### src/rtl/gcd_pkg.sv
// Shared types and constants for the GCD core.
package gcd_pkg;

    localparam int unsigned GCD_DEFAULT_WIDTH = 8;

    typedef enum logic [1:0] {
        IDLE = 2'd0,
        CALC = 2'd1,
        DONE = 2'd2
    } gcd_state_e;

endpackage

### src/rtl/gcd_step.sv
// One subtractive-GCD step: compares A and B and forms the larger-minus-smaller update.
module gcd_step
    import gcd_pkg::*;
#(
    parameter int unsigned WIDTH = GCD_DEFAULT_WIDTH
) (
    input  logic [WIDTH-1:0] a,
    input  logic [WIDTH-1:0] b,
    output logic             eq,
    output logic             a_gt_b,
    output logic [WIDTH-1:0] a_next,
    output logic [WIDTH-1:0] b_next
);

    always_comb begin
        eq     = (a == b);
        a_gt_b = (a > b);
        a_next = a;
        b_next = b;
        if (a_gt_b) begin
            a_next = a - b;
        end else if (!eq) begin
            b_next = b - a;
        end
    end

endmodule

### src/rtl/gcd_core.sv
// Handshaked subtractive GCD engine (IDLE/CALC/DONE).
// Optional macro GCD_CORE_CYCLE_CNT_EN adds the cycles_o CALC-cycle counter output.
module gcd_core
    import gcd_pkg::*;
#(
    parameter int unsigned WIDTH = GCD_DEFAULT_WIDTH
) (
    input  logic             clk_i,
    input  logic             rst_ni,
    input  logic             valid_i,
    output logic             ready_o,
    input  logic [WIDTH-1:0] a_i,
    input  logic [WIDTH-1:0] b_i,
    output logic             valid_o,
    input  logic             ready_i,
    output logic [WIDTH-1:0] result_o,
    output logic             zero_o
`ifdef GCD_CORE_CYCLE_CNT_EN
    ,
    output logic [WIDTH-1:0] cycles_o
`endif
);

    gcd_state_e       state_q;
    logic [WIDTH-1:0] a_q;
    logic [WIDTH-1:0] b_q;
    logic [WIDTH-1:0] result_q;
    logic             zero_q;
    logic             ready_q;
    logic             valid_q;

    logic             eq;
    logic             a_gt_b;
    logic [WIDTH-1:0] a_next;
    logic [WIDTH-1:0] b_next;
    logic             accept;
    logic             calc_zero;

    gcd_step #(
        .WIDTH (WIDTH)
    ) u_step (
        .a      (a_q),
        .b      (b_q),
        .eq     (eq),
        .a_gt_b (a_gt_b),
        .a_next (a_next),
        .b_next (b_next)
    );

    assign accept    = valid_i && ready_q;
    // A or B can only be zero in CALC when a zero operand was accepted.
    assign calc_zero = (a_q == '0) || (b_q == '0);

    // Zero operands pass through CALC once so their latency matches the single-step case.
    always_ff @(posedge clk_i or negedge rst_ni) begin
        if (!rst_ni) begin
            state_q  <= IDLE;
            a_q      <= '0;
            b_q      <= '0;
            result_q <= '0;
            zero_q   <= 1'b0;
            ready_q  <= 1'b1;
            valid_q  <= 1'b0;
        end else begin
            case (state_q)
                IDLE: begin
                    if (accept) begin
                        a_q     <= a_i;
                        b_q     <= b_i;
                        ready_q <= 1'b0;
                        state_q <= CALC;
                    end
                end
                CALC: begin
                    if (calc_zero) begin
                        result_q <= '0;
                        zero_q   <= 1'b1;
                        valid_q  <= 1'b1;
                        state_q  <= DONE;
                    end else if (eq) begin
                        result_q <= a_q;
                        zero_q   <= 1'b0;
                        valid_q  <= 1'b1;
                        state_q  <= DONE;
                    end else if (a_gt_b) begin
                        a_q <= a_next;
                    end else begin
                        b_q <= b_next;
                    end
                end
                DONE: begin
                    if (ready_i) begin
                        result_q <= '0;
                        zero_q   <= 1'b0;
                        valid_q  <= 1'b0;
                        ready_q  <= 1'b1;
                        state_q  <= IDLE;
                    end
                end
                default: begin
                    result_q <= '0;
                    zero_q   <= 1'b0;
                    valid_q  <= 1'b0;
                    ready_q  <= 1'b1;
                    state_q  <= IDLE;
                end
            endcase
        end
    end

    assign ready_o  = ready_q;
    assign valid_o  = valid_q;
    assign result_o = result_q;
    assign zero_o   = zero_q;

`ifdef GCD_CORE_CYCLE_CNT_EN
    logic [WIDTH-1:0] cnt_q;

    // Worst case (2^WIDTH-1, 1) takes exactly 2^WIDTH-1 CALC cycles, so no wrap.
    always_ff @(posedge clk_i or negedge rst_ni) begin
        if (!rst_ni) begin
            cnt_q <= '0;
        end else if (accept) begin
            cnt_q <= '0;
        end else if (state_q == CALC && !calc_zero) begin
            cnt_q <= cnt_q + 1'b1;
        end
    end

    assign cycles_o = valid_q ? cnt_q : '0;
`else
    // Cycle counter not built in this configuration.
`endif

endmodule

### config.mk
export PLATFORM = sky130hd
export DESIGN_NAME = gcd_core
export DESIGN_NICKNAME = d
export VERILOG_FILES = /design/src/rtl/gcd_pkg.sv /design/src/rtl/gcd_step.sv /design/src/rtl/gcd_core.sv
export SDC_FILE = /design/constraint.sdc
export NUM_CORES = 1
export LEC_CHECK = 0
export CAP_MARGIN = 15
export CORE_MARGIN = 2
export CORE_UTILIZATION = 45
export DETAILED_ROUTE_END_ITERATION = 8
export GPL_TIMING_DRIVEN = 1
export PLACE_DENSITY_LB_ADDON = 0.12
export SLEW_MARGIN = 10
export SYNTH_ARGS = -nofsm -noshare
export SYNTH_HDL_FRONTEND = slang
export SYNTH_SLANG_ARGS = --single-unit
### constraint.sdc
create_clock -name clk_i -period 2.85 [get_ports clk_i]
set_input_delay 0.57 -clock clk_i [delete_from_list [all_inputs] [get_ports clk_i]]
set_output_delay 0.57 -clock clk_i [all_outputs]
set_load 0.02 [all_outputs]
==> qor.csv, run 1 <==
stage,metric,value,unit
outcome,outcome,completed,
grt,grt_pass1_vias,1640,
place,hpwl,3530,um
drt,drt_iter0_drc,99,
clock_network,cts_setup_buffers,0,
drt,drc_errors,0,
yosys,synth_seq_area_share,0.362,
drt,route.top_layer_used,met4,
pwr,peakVddDrop,0.535,mV
sta,fin_tns_setup,0,ps
min_path,hold_class,reg -> reg,
place,buffer_ports.inserted,30,
floorplan,num_rows,24,
drt,wl_met2,2050,um
clock_network,htree_levels,2,
critical_path,end_kind,flop,
grt,grt_overflow,0,
sta,skew,3.85,ps
drt,final_antenna_net_count,0,
yosys,ys_ff_latch,29,
clock_network,post_cts_resized,0,
yosys,syn_area,0.00201,mm2
drt,wl_met3,173,um
sta,worst_slew_pin_slew,677,ps
sta,fmax,386,MHz
layout,fin_util,0.569,
drt,wirelength,4520,um
layout,final_common_cell,clkdlybuf4s50_1,
critical_path,reg2reg_from,a_q[0],
drt,via_count,1651,
clock_network,cts_num_sinks,29,
layout,area_delta_synth_final,22.5,%
critical_path,worstSetupStartpoint,a_q[0],
clock_network,cts_buffers,5,
layout,fin_cells,300,
critical_path,path_max_fanout,8,
yosys,ys.warnings.count,0,
clock_network,tritoncts,done,
drt,firstDrtPassIters,4,
sta,relSlewSlack,0.546,
layout,nets,284,
layout,mostFrequentLayoutCells,"30 x clkdlybuf4s50_1, 28 x dfrtp_1, 20 x inv_1, 20 x nand2_1",
drt,wl_met1,2170,um
yosys,syn_nets,249,
floorplan,dieArea,0.00502,mm2
sta,min_period,2590,ps
floorplan,die_w,70.8,um
grt,gr-usage-all-layers,0.200,
yosys,async_reset_ff_frac,1.00,
place,place_inst,292,
grt,grt_max_degree,30,
sta,hold_viol,0,
min_path,holdCritStartpoint,valid_o,
sta,rsz0062_at_grt,false,
grt,grt_pass1_wl,7820,um
yosys,syn_inst,212,
sta,setup_viol,0,
clock_network,clk_latency,280,ps
floorplan,start_util,0.465,
place,place_congestion,0.921,
sta,holdWs,477,ps
critical_path,cp.arrival,2750,ps
yosys,synth_ff_type,dfrtp_1,
layout,layout-drive-gt1-share,0.109,
layout,fillers,418,
layout,antenna_cells,0,
clock_network,cts.clk_slew.worst_paths,60,ps
yosys,synthDistinctLibCells,45,
grt,antenna_found_initial,0,
floorplan,fp.dieH,70.8,um
yosys,synth_edf_count,0,
drt,routed_via_density,5.50,
sta,slew_viol_final,0,
drt,routedWlPerCell,15.1,um
critical_path,critPathKind,reg -> reg,
floorplan,core_area,0.00432,mm2
flow_run,drv_cap,0,
sta,min_period_over_period,0.908,
floorplan,io-pin-count,31,
pwr,leakagePower,1.14,nW
clock_network,clock_tree.root_cell,clkbuf_8,
critical_path,crit_path_start_kind,flop,
clock_network,clock_tree.buffer_depth,2,
critical_path,critPathRequiredTime,3020,ps
pwr,p_per_area,1310,mW/mm2
clock_network,holdBufCountCts,0,
yosys,avgSynthCellArea,9.48,um2
## critical path, stage by stage, from the launching register on
cell     delay [ps]
dfrtp_1         410
inv_1            80
ha_1            220
fa_1            380
and2b_1         220
o21ai_1          80
nand2_1         160
a21oi_4          90
o32ai_4         450
mux2_2          400
## path summary, 6_finish.rpt
| kind | slack, ps | cells past startpoint | endpoint |
|---|---|---|---|
| setup / recovery | 260 | 9 | a_q[3] |
| hold / removal | 480 | 2 | valid_o |
| setup reg to reg | 260 | 9 | a_q[3] |
| hold reg to reg | 480 | 2 | valid_o |
| max in group asynchronous | 1840 | 2 | ready_o |
| min in group asynchronous | 680 | 2 | result_o[0] |
## cells by family after synthesis
| kind of cell | count (synthesis) | share of synthesized area |
|---|---|---|
| and+or+nand+nor | 61 | 0.149 |
| AOI/OAI and AO/OA | 57 | 0.215 |
| DFF | 29 | 0.362 |
| buffers and inverters | 27 | 0.0542 |
| muxes | 18 | 0.0940 |
| adders and majority gates | 17 | 0.113 |
| xor gates and xnor gates | 3 | 0.0131 |
## cell usage after synthesis, types with 5 or more instances
| cell | instances | area share |
|---|---|---|
| a21oi_1 | 15 | 0.037 |
| mux2i_1 | 11 | 0.055 |
| nand2_1 | 20 | 0.037 |
| nor2_1 | 14 | 0.026 |
| o21ai_0 | 8 | 0.020 |
| mux2_2 | 7 | 0.039 |
| dfrtp_1 | 28 | 0.35 |
| ha_1 | 15 | 0.093 |
| nor2b_1 | 5 | 0.016 |
| inv_1 | 20 | 0.037 |
| a22o_1 | 9 | 0.039 |
## flip-flops by register name, summed over array words and instances, names as in the netlist
signal	cells
ready_o	1
a_q	8
zero_o	1
result_o	8
b_q	8
valid_o	1
state_q	2
## final cells by class
cell class,count,area (um2),share of cell area
clock buffer,6,72.6,0.0295
sequential,29,727,0.295
tap,52,65.1,0.0264
inverter,20,75.1,0.0305
clock inverter,2,10.0,0.00407
timing repair buffer,35,338,0.137
multi-input combinational,156,1170,0.477
## metrics by stage
| step | cell area, um2 | power (W) | setup slack [ps] |
|---|---|---|---|
| floorplan | 2010 | 0.00233 | 482 |
| finish | 2460 | 0.00322 | 261 |
| global route | 2460 | 0.00352 | 49.8 |
| detailed placement | 2380 | 0.00290 | 252 |
| CTS | 2460 | 0.00324 | 236 |
| global placement | 2380 | 0.00287 | 330 |
## metal layers
metal | GRT usage | vias up
met5 | 0 | -
met4 | 0.0922 | 0
met3 | 0.0356 | 13
met2 | 0.322 | 38
met1 | 0.262 | 776
li1 | - | 824
## where the power goes
part | leakage, nW | internal, W | switching [W] | total, W
Clock | 0.0450 | 0.000169 | 0.000161 | 0.000329
Combinational | 0.727 | 0.000941 | 0.00116 | 0.00210
Sequential | 0.365 | 0.000604 | 0.000193 | 0.000797
Total | 1.14 | 0.00171 | 0.00151 | 0.00322
(Power assumes the default switching activity.)
==> run 2, diff against run 1 <==
Settings changed: CORE_ASPECT_RATIO from default to 1.1, CORE_UTILIZATION 45 to 30.
==> run 2 against run 1 <==
Cell count increased by 10%. Worst hold slack improved by 4.0 ps. First-iteration DRC count down 34%. Non-clock buffer count grew 1. Core utilization down 18 points. Clock power grew 18%. Worst setup slack worse by 20 ps. Sequential power shrank 2%. Critical path type unchanged.
==> qor.csv, run 2 (same netlist as run 1, synthesis figures left out) <==
stage,metric,value,unit,change
layout,nets,285,,+0.35%
sta,hold_viol,0,,unchanged
floorplan,io-pin-count,31,,unchanged
critical_path,critPathKind,reg -> reg,,
pwr,leakagePower,1.15,nW,+1.2%
sta,skew,9.24,ps,+5.39 ps
layout,area_delta_synth_final,25.7,%,
sta,setup_viol,0,,unchanged
pwr,peakVddDrop,0.376,mV,-30%
drt,via_count,1596,,-3.3%
layout,fin_cells,331,,+10%
grt,grt_overflow,0,,unchanged
clock_network,htree_levels,2,,unchanged
drt,routedWlPerCell,14.7,um,-2.6%
sta,fmax,383,MHz,-0.77%
layout,final_common_cell,clkdlybuf4s50_1,,
clock_network,clock_tree.buffer_depth,2,,unchanged
place,place_congestion,0.838,,-9.0%
clock_network,cts_buffers,5,,unchanged
drt,routed_via_density,4.82,,-12%
critical_path,crit_path_start_kind,flop,,
place,buffer_ports.inserted,30,,unchanged
drt,drc_errors,0,,unchanged
drt,final_antenna_net_count,0,,unchanged
floorplan,core_area,0.00652,mm2,+51%
floorplan,fp.dieH,89.8,um,+27%
drt,firstDrtPassIters,4,,unchanged
sta,min_period_over_period,0.915,,+0.00704
sta,relSlewSlack,0.508,,-0.0376
min_path,holdCritStartpoint,valid_o,,
clock_network,holdBufCountCts,0,,unchanged
clock_network,tritoncts,done,,
clock_network,clock_tree.root_cell,clkbuf_8,,
layout,antenna_cells,0,,unchanged
layout,mostFrequentLayoutCells,"30 x clkdlybuf4s50_1, 28 x dfrtp_1, 20 x inv_1, 20 x nand2_1",,
sta,slew_viol_final,0,,unchanged
grt,grt_pass1_vias,1607,,-2.0%
outcome,outcome,completed,,
sta,min_period,2610,ps,+20.1 ps
critical_path,cp.arrival,2780,ps,+30 ps
flow_run,drv_cap,0,,unchanged
drt,drt_iter0_drc,65,,-34%
critical_path,end_kind,flop,,
layout,layout-drive-gt1-share,0.116,,+0.00759
floorplan,start_util,0.308,,-0.156
critical_path,worstSetupStartpoint,a_q[0],,
critical_path,reg2reg_from,a_q[0],,
floorplan,num_rows,31,,+29%
place,place_inst,323,,+11%
sta,worst_slew_pin_slew,733,ps,+56.0 ps
clock_network,clk_latency,290,ps,about the same
clock_network,post_cts_resized,0,,unchanged
pwr,p_per_area,1310,mW/mm2,-0.34%
floorplan,die_w,82.0,um,+16%
grt,grt_max_degree,30,,unchanged
sta,rsz0062_at_grt,false,,
grt,grt_pass1_wl,8180,um,+4.6%
grt,gr-usage-all-layers,0.146,,-0.0540
sta,fin_tns_setup,0,ps,unchanged
min_path,hold_class,reg -> reg,,
drt,wirelength,4860,um,+7.5%
grt,antenna_found_initial,0,,unchanged
floorplan,dieArea,0.00737,mm2,+47%
clock_network,cts.clk_slew.worst_paths,70,ps,about the same
clock_network,cts_num_sinks,29,,unchanged
critical_path,critPathRequiredTime,3030,ps,about the same
clock_network,cts_setup_buffers,0,,unchanged
place,hpwl,3770,um,+6.9%
critical_path,path_max_fanout,8,,unchanged
[run 2: metrics by stage]
| stage | util | hold WS [ps] | total power [W] | setup WS (ps) | cell area, um2 |
|---|---|---|---|---|---|
| finish | 0.387 | 481 | 0.00330 | 241 | 2520 |
| global route | 0.387 | 517 | 0.00363 | 84.0 | 2520 |
| CTS | 0.387 | 486 | 0.00333 | 211 | 2520 |
| detailed placement | 0.372 | 470 | 0.00292 | 230 | 2420 |
| global placement | 0.372 | 468 | 0.00294 | 285 | 2420 |
| floorplan | - | 274 | 0.00233 | 482 | 2010 |
[run 2: cell type report]
type | instances | area (um2)
inverter | 20 | 75.1
tap | 82 | 103
fill | 676 | 3990
clock buffer | 7 | 96.3
clock inverter | 1 | 5.00
sequential | 29 | 727
multi-input combinational | 156 | 1170
timing repair buffer | 36 | 345
[run 2: worst max-delay path, cell delays in order, from the launching register on]
cell and delay [ps]:
dfrtp_1 410, inv_1 70, ha_1 220, fa_1 390
and2b_1 220, o21ai_1 80, nand2_1 160, a21oi_4 90
o32ai_4 460, mux2_2 390
[run 2: final timing paths]
check | slack [ps] | cells past startpoint | to
worst max-delay path | 240 | 9 | a_q[4]
worst min-delay path | 480 | 2 | valid_o
worst max register to register | 240 | 9 | a_q[4]
worst min register to register | 480 | 2 | valid_o
max in group asynchronous | 1860 | 2 | ready_o
min in group asynchronous | 680 | 2 | a_q[0]
[run 2: per-layer routing]
| metal | vias to the layer above | share of wire | global-route usage |
|---|---|---|---|
| li1 | 828 | - | - |
| met1 | 730 | 0.49 | 0.206 |
| met2 | 31 | 0.46 | 0.216 |
| met3 | 7 | 0.038 | 0.0311 |
| met4 | 0 | 0.018 | 0.0542 |
| met5 | - | 0 | 0 |
[run 2: power by group]
part           switching [W]  total, W  leakage (nW)  internal, W
clock               0.000170  0.000388        0.0542     0.000218
combinational        0.00118   0.00213         0.732     0.000951
sequential          0.000175  0.000780         0.365     0.000604
total                0.00152   0.00330          1.15      0.00177
==> run 3, diff against run 2 <==
Settings changed: SYNTH_HIERARCHICAL from default to 1.
==> run 3 against run 2 <==
Non-clock buffer count up 17. Area after synthesis grew 17%. Via count grew 34%. Worst setup slack better by 1.4 ps. Sequential cell count unchanged. Critical path type unchanged.
==> qor.csv, run 3 <==
stage,metric,value,unit,change
sta,worst_slew_pin_slew,437,ps,-296 ps
clock_network,htree_levels,2,,unchanged
layout,layout-drive-gt1-share,0.185,,+0.0684
drt,via_count,2131,,+34%
yosys,ys_ff_latch,29,,unchanged
drt,routed_via_density,5.22,,+8.3%
grt,grt_pass1_vias,2219,,+38%
layout,final_common_cell,clkdlybuf4s50_1,,
clock_network,clock_tree.buffer_depth,2,,unchanged
place,place_congestion,0.828,,-1.1%
critical_path,end_kind,flop,,
yosys,yosys.area.top_type,dfrtp_1,,
drt,firstDrtPassIters,4,,unchanged
flow_run,drv_cap,0,,unchanged
drt,wirelength,7220,um,+49%
sta,holdWs,502,ps,+20.5 ps
sta,skew,9.32,ps,+0.0789 ps
sta,min_period,2610,ps,-1.38 ps
yosys,synthDistinctLibCells,51,,+13%
clock_network,clk_latency,290,ps,about the same
yosys,synth_edf_count,0,,unchanged
grt,antenna_found_initial,0,,unchanged
drt,drt_iter0_drc,87,,+34%
layout,area_delta_synth_final,26.2,%,
sta,min_period_over_period,0.915,,about the same
drt,drc_errors,0,,unchanged
floorplan,die_w,88.5,um,+7.9%
yosys,syn_nets,290,,+16%
drt,routedWlPerCell,17.7,um,+20%
place,buffer_ports.inserted,30,,unchanged
yosys,synth_seq_area_share,0.309,,-0.0532
drt,final_antenna_net_count,0,,unchanged
clock_network,tritoncts,done,,
yosys,async_reset_ff_frac,1.00,,unchanged
layout,fin_cells,408,,+23%
grt,grt_pass1_wl,11900,um,+45%
clock_network,cts_buffers,5,,unchanged
sta,fin_tns_setup,0,ps,unchanged
yosys,avgSynthCellArea,9.35,um2,-1.4%
place,place_inst,398,,+23%
min_path,holdCritStartpoint,result_o[1],,
floorplan,start_util,0.312,,+0.00343
grt,gr-usage-all-layers,0.179,,+0.0332
yosys,ys.warnings.count,6,,+6
layout,nets,340,,+19%
critical_path,path_max_fanout,6,,-2
floorplan,dieArea,0.00858,mm2,+16%
floorplan,io-pin-count,31,,unchanged
critical_path,cp.arrival,2840,ps,+60 ps
min_path,hold_class,reg -> reg,,
sta,slew_viol_final,0,,unchanged
critical_path,path_common_cell,inv_1,,
critical_path,critPathRequiredTime,3080,ps,+50 ps
layout,stdcell_area,0.00297,mm2,+18%
yosys,synthTopCellsByCount,"28 x dfrtp_1, 22 x a21oi_1, 22 x inv_1",,
sta,hold_viol,0,,unchanged
sta,fmax,384,MHz,about the same
yosys,synth_ff_type,dfrtp_1,,
grt,grt_overflow,0,,unchanged
clock_network,holdBufCountCts,0,,unchanged
sta,setup_viol,0,,unchanged
layout,mostFrequentLayoutCells,"30 x clkdlybuf4s50_1, 28 x dfrtp_1, 23 x buf_4, 22 x inv_1, 22 x a21oi_1",,
sta,rsz0062_at_grt,false,,
sta,relSlewSlack,0.708,,+0.199
critical_path,path_cells,inv_1 > ha_1 > fa_2 > nor2b_4 > o21ai_2 > a21oi_2 > o22ai_4 > inv_1 > nand2_1 > a21o_2 > nor2_4 > buf_4 > or3_1 > o221a_2,,
critical_path,critPathKind,reg -> reg,,
clock_network,cts_num_sinks,29,,unchanged
critical_path,cpPeakStageDelay,380,ps,-80 ps
outcome,outcome,completed,,
floorplan,fp.dieH,96.9,um,+7.9%
yosys,synth.most_common_cell,dfrtp_1,,
floorplan,num_rows,33,,+6.5%
critical_path,cp_num_buf_inv,3,,+2
place,hpwl,5440,um,+44%
critical_path,crit_path_start_kind,flop,,
critical_path,crit_slowest_cell,fa_2,,
critical_path,worstSetupStartpoint,a_q[0],,
critical_path,crit_family,compound AO/OA/AOI/OAI gates,,
yosys,synthTopCellsByArea,"dfrtp_1 30%, ha_1 8.5%, a21oi_1 4.7%",,
critical_path,reg2reg_from,a_q[0],,
place,post_dp_cell_area,0.00287,mm2,+18%
layout,antenna_cells,0,,unchanged
yosys,synth_top_area_frac,0.297,,-0.0513
yosys,syn_area,0.00236,mm2,+17%
floorplan,core_area,0.00756,mm2,+16%
clock_network,cts.clk_slew.worst_paths,70,ps,about the same
clock_network,clock_tree.root_cell,clkbuf_8,,
grt,grt_max_degree,30,,unchanged
yosys,syn_inst,252,,+19%
## run 3: cell families after synthesis
logic type	synth area share
muxes	0.0674
and+or+nand+nor	0.196
buffers and inverters	0.0674
adders and majority gates	0.102
DFF	0.309
xor gates and xnor gates	0.0186
AOI/OAI and AO/OA	0.240
## run 3: repair_timing
item / CTS / global route
resized for setup: 0 / 2
setup buffers: 0 / 2
endpoints found under the setup margin: 0 / 10
## run 3: final timing paths
check                              end  slack [ps]  depth (start not counted)
setup / recovery                b_q[2]         240                         14
hold / removal             result_o[1]         500                          1
setup reg to reg                b_q[2]         240                         14
hold reg to reg            result_o[1]         500                          1
max in group asynchronous      ready_o        1860                          2
min in group asynchronous       b_q[3]         660                          2
## run 3: metal layers
layer,routed length [um],track usage,share of wire,vias to the layer above
met2,3380,0.286,0.47,44
met4,182,0.0559,0.025,0
met5,0,0,0,-
li1,-,-,-,1040
met3,231,0.0358,0.032,17
met1,3430,0.240,0.48,1030
## run 3: cell type report
class / count / area [um2]
flip-flops and latches: 29 / 727
inverters: 22 / 82.6
well taps: 105 / 131
multi-input cells: 191 / 1480
fillers: 786 / 4580
clock buffers: 6 / 72.6
clock inverters: 2 / 10.0
repair buffers: 53 / 473
## run 3: metrics by stage
step / util / setup slack, ps
after floorplan: - / 62.0
after global placement: 0.380 / 138
after detailed placement: 0.380 / 103
after CTS: 0.391 / 84.6
after global routing: 0.394 / 54.9
final: 0.394 / 243
Power of run 3 is not shown: default switching activity piles up to over one toggle a cycle in this logic, so the estimate is an artifact.
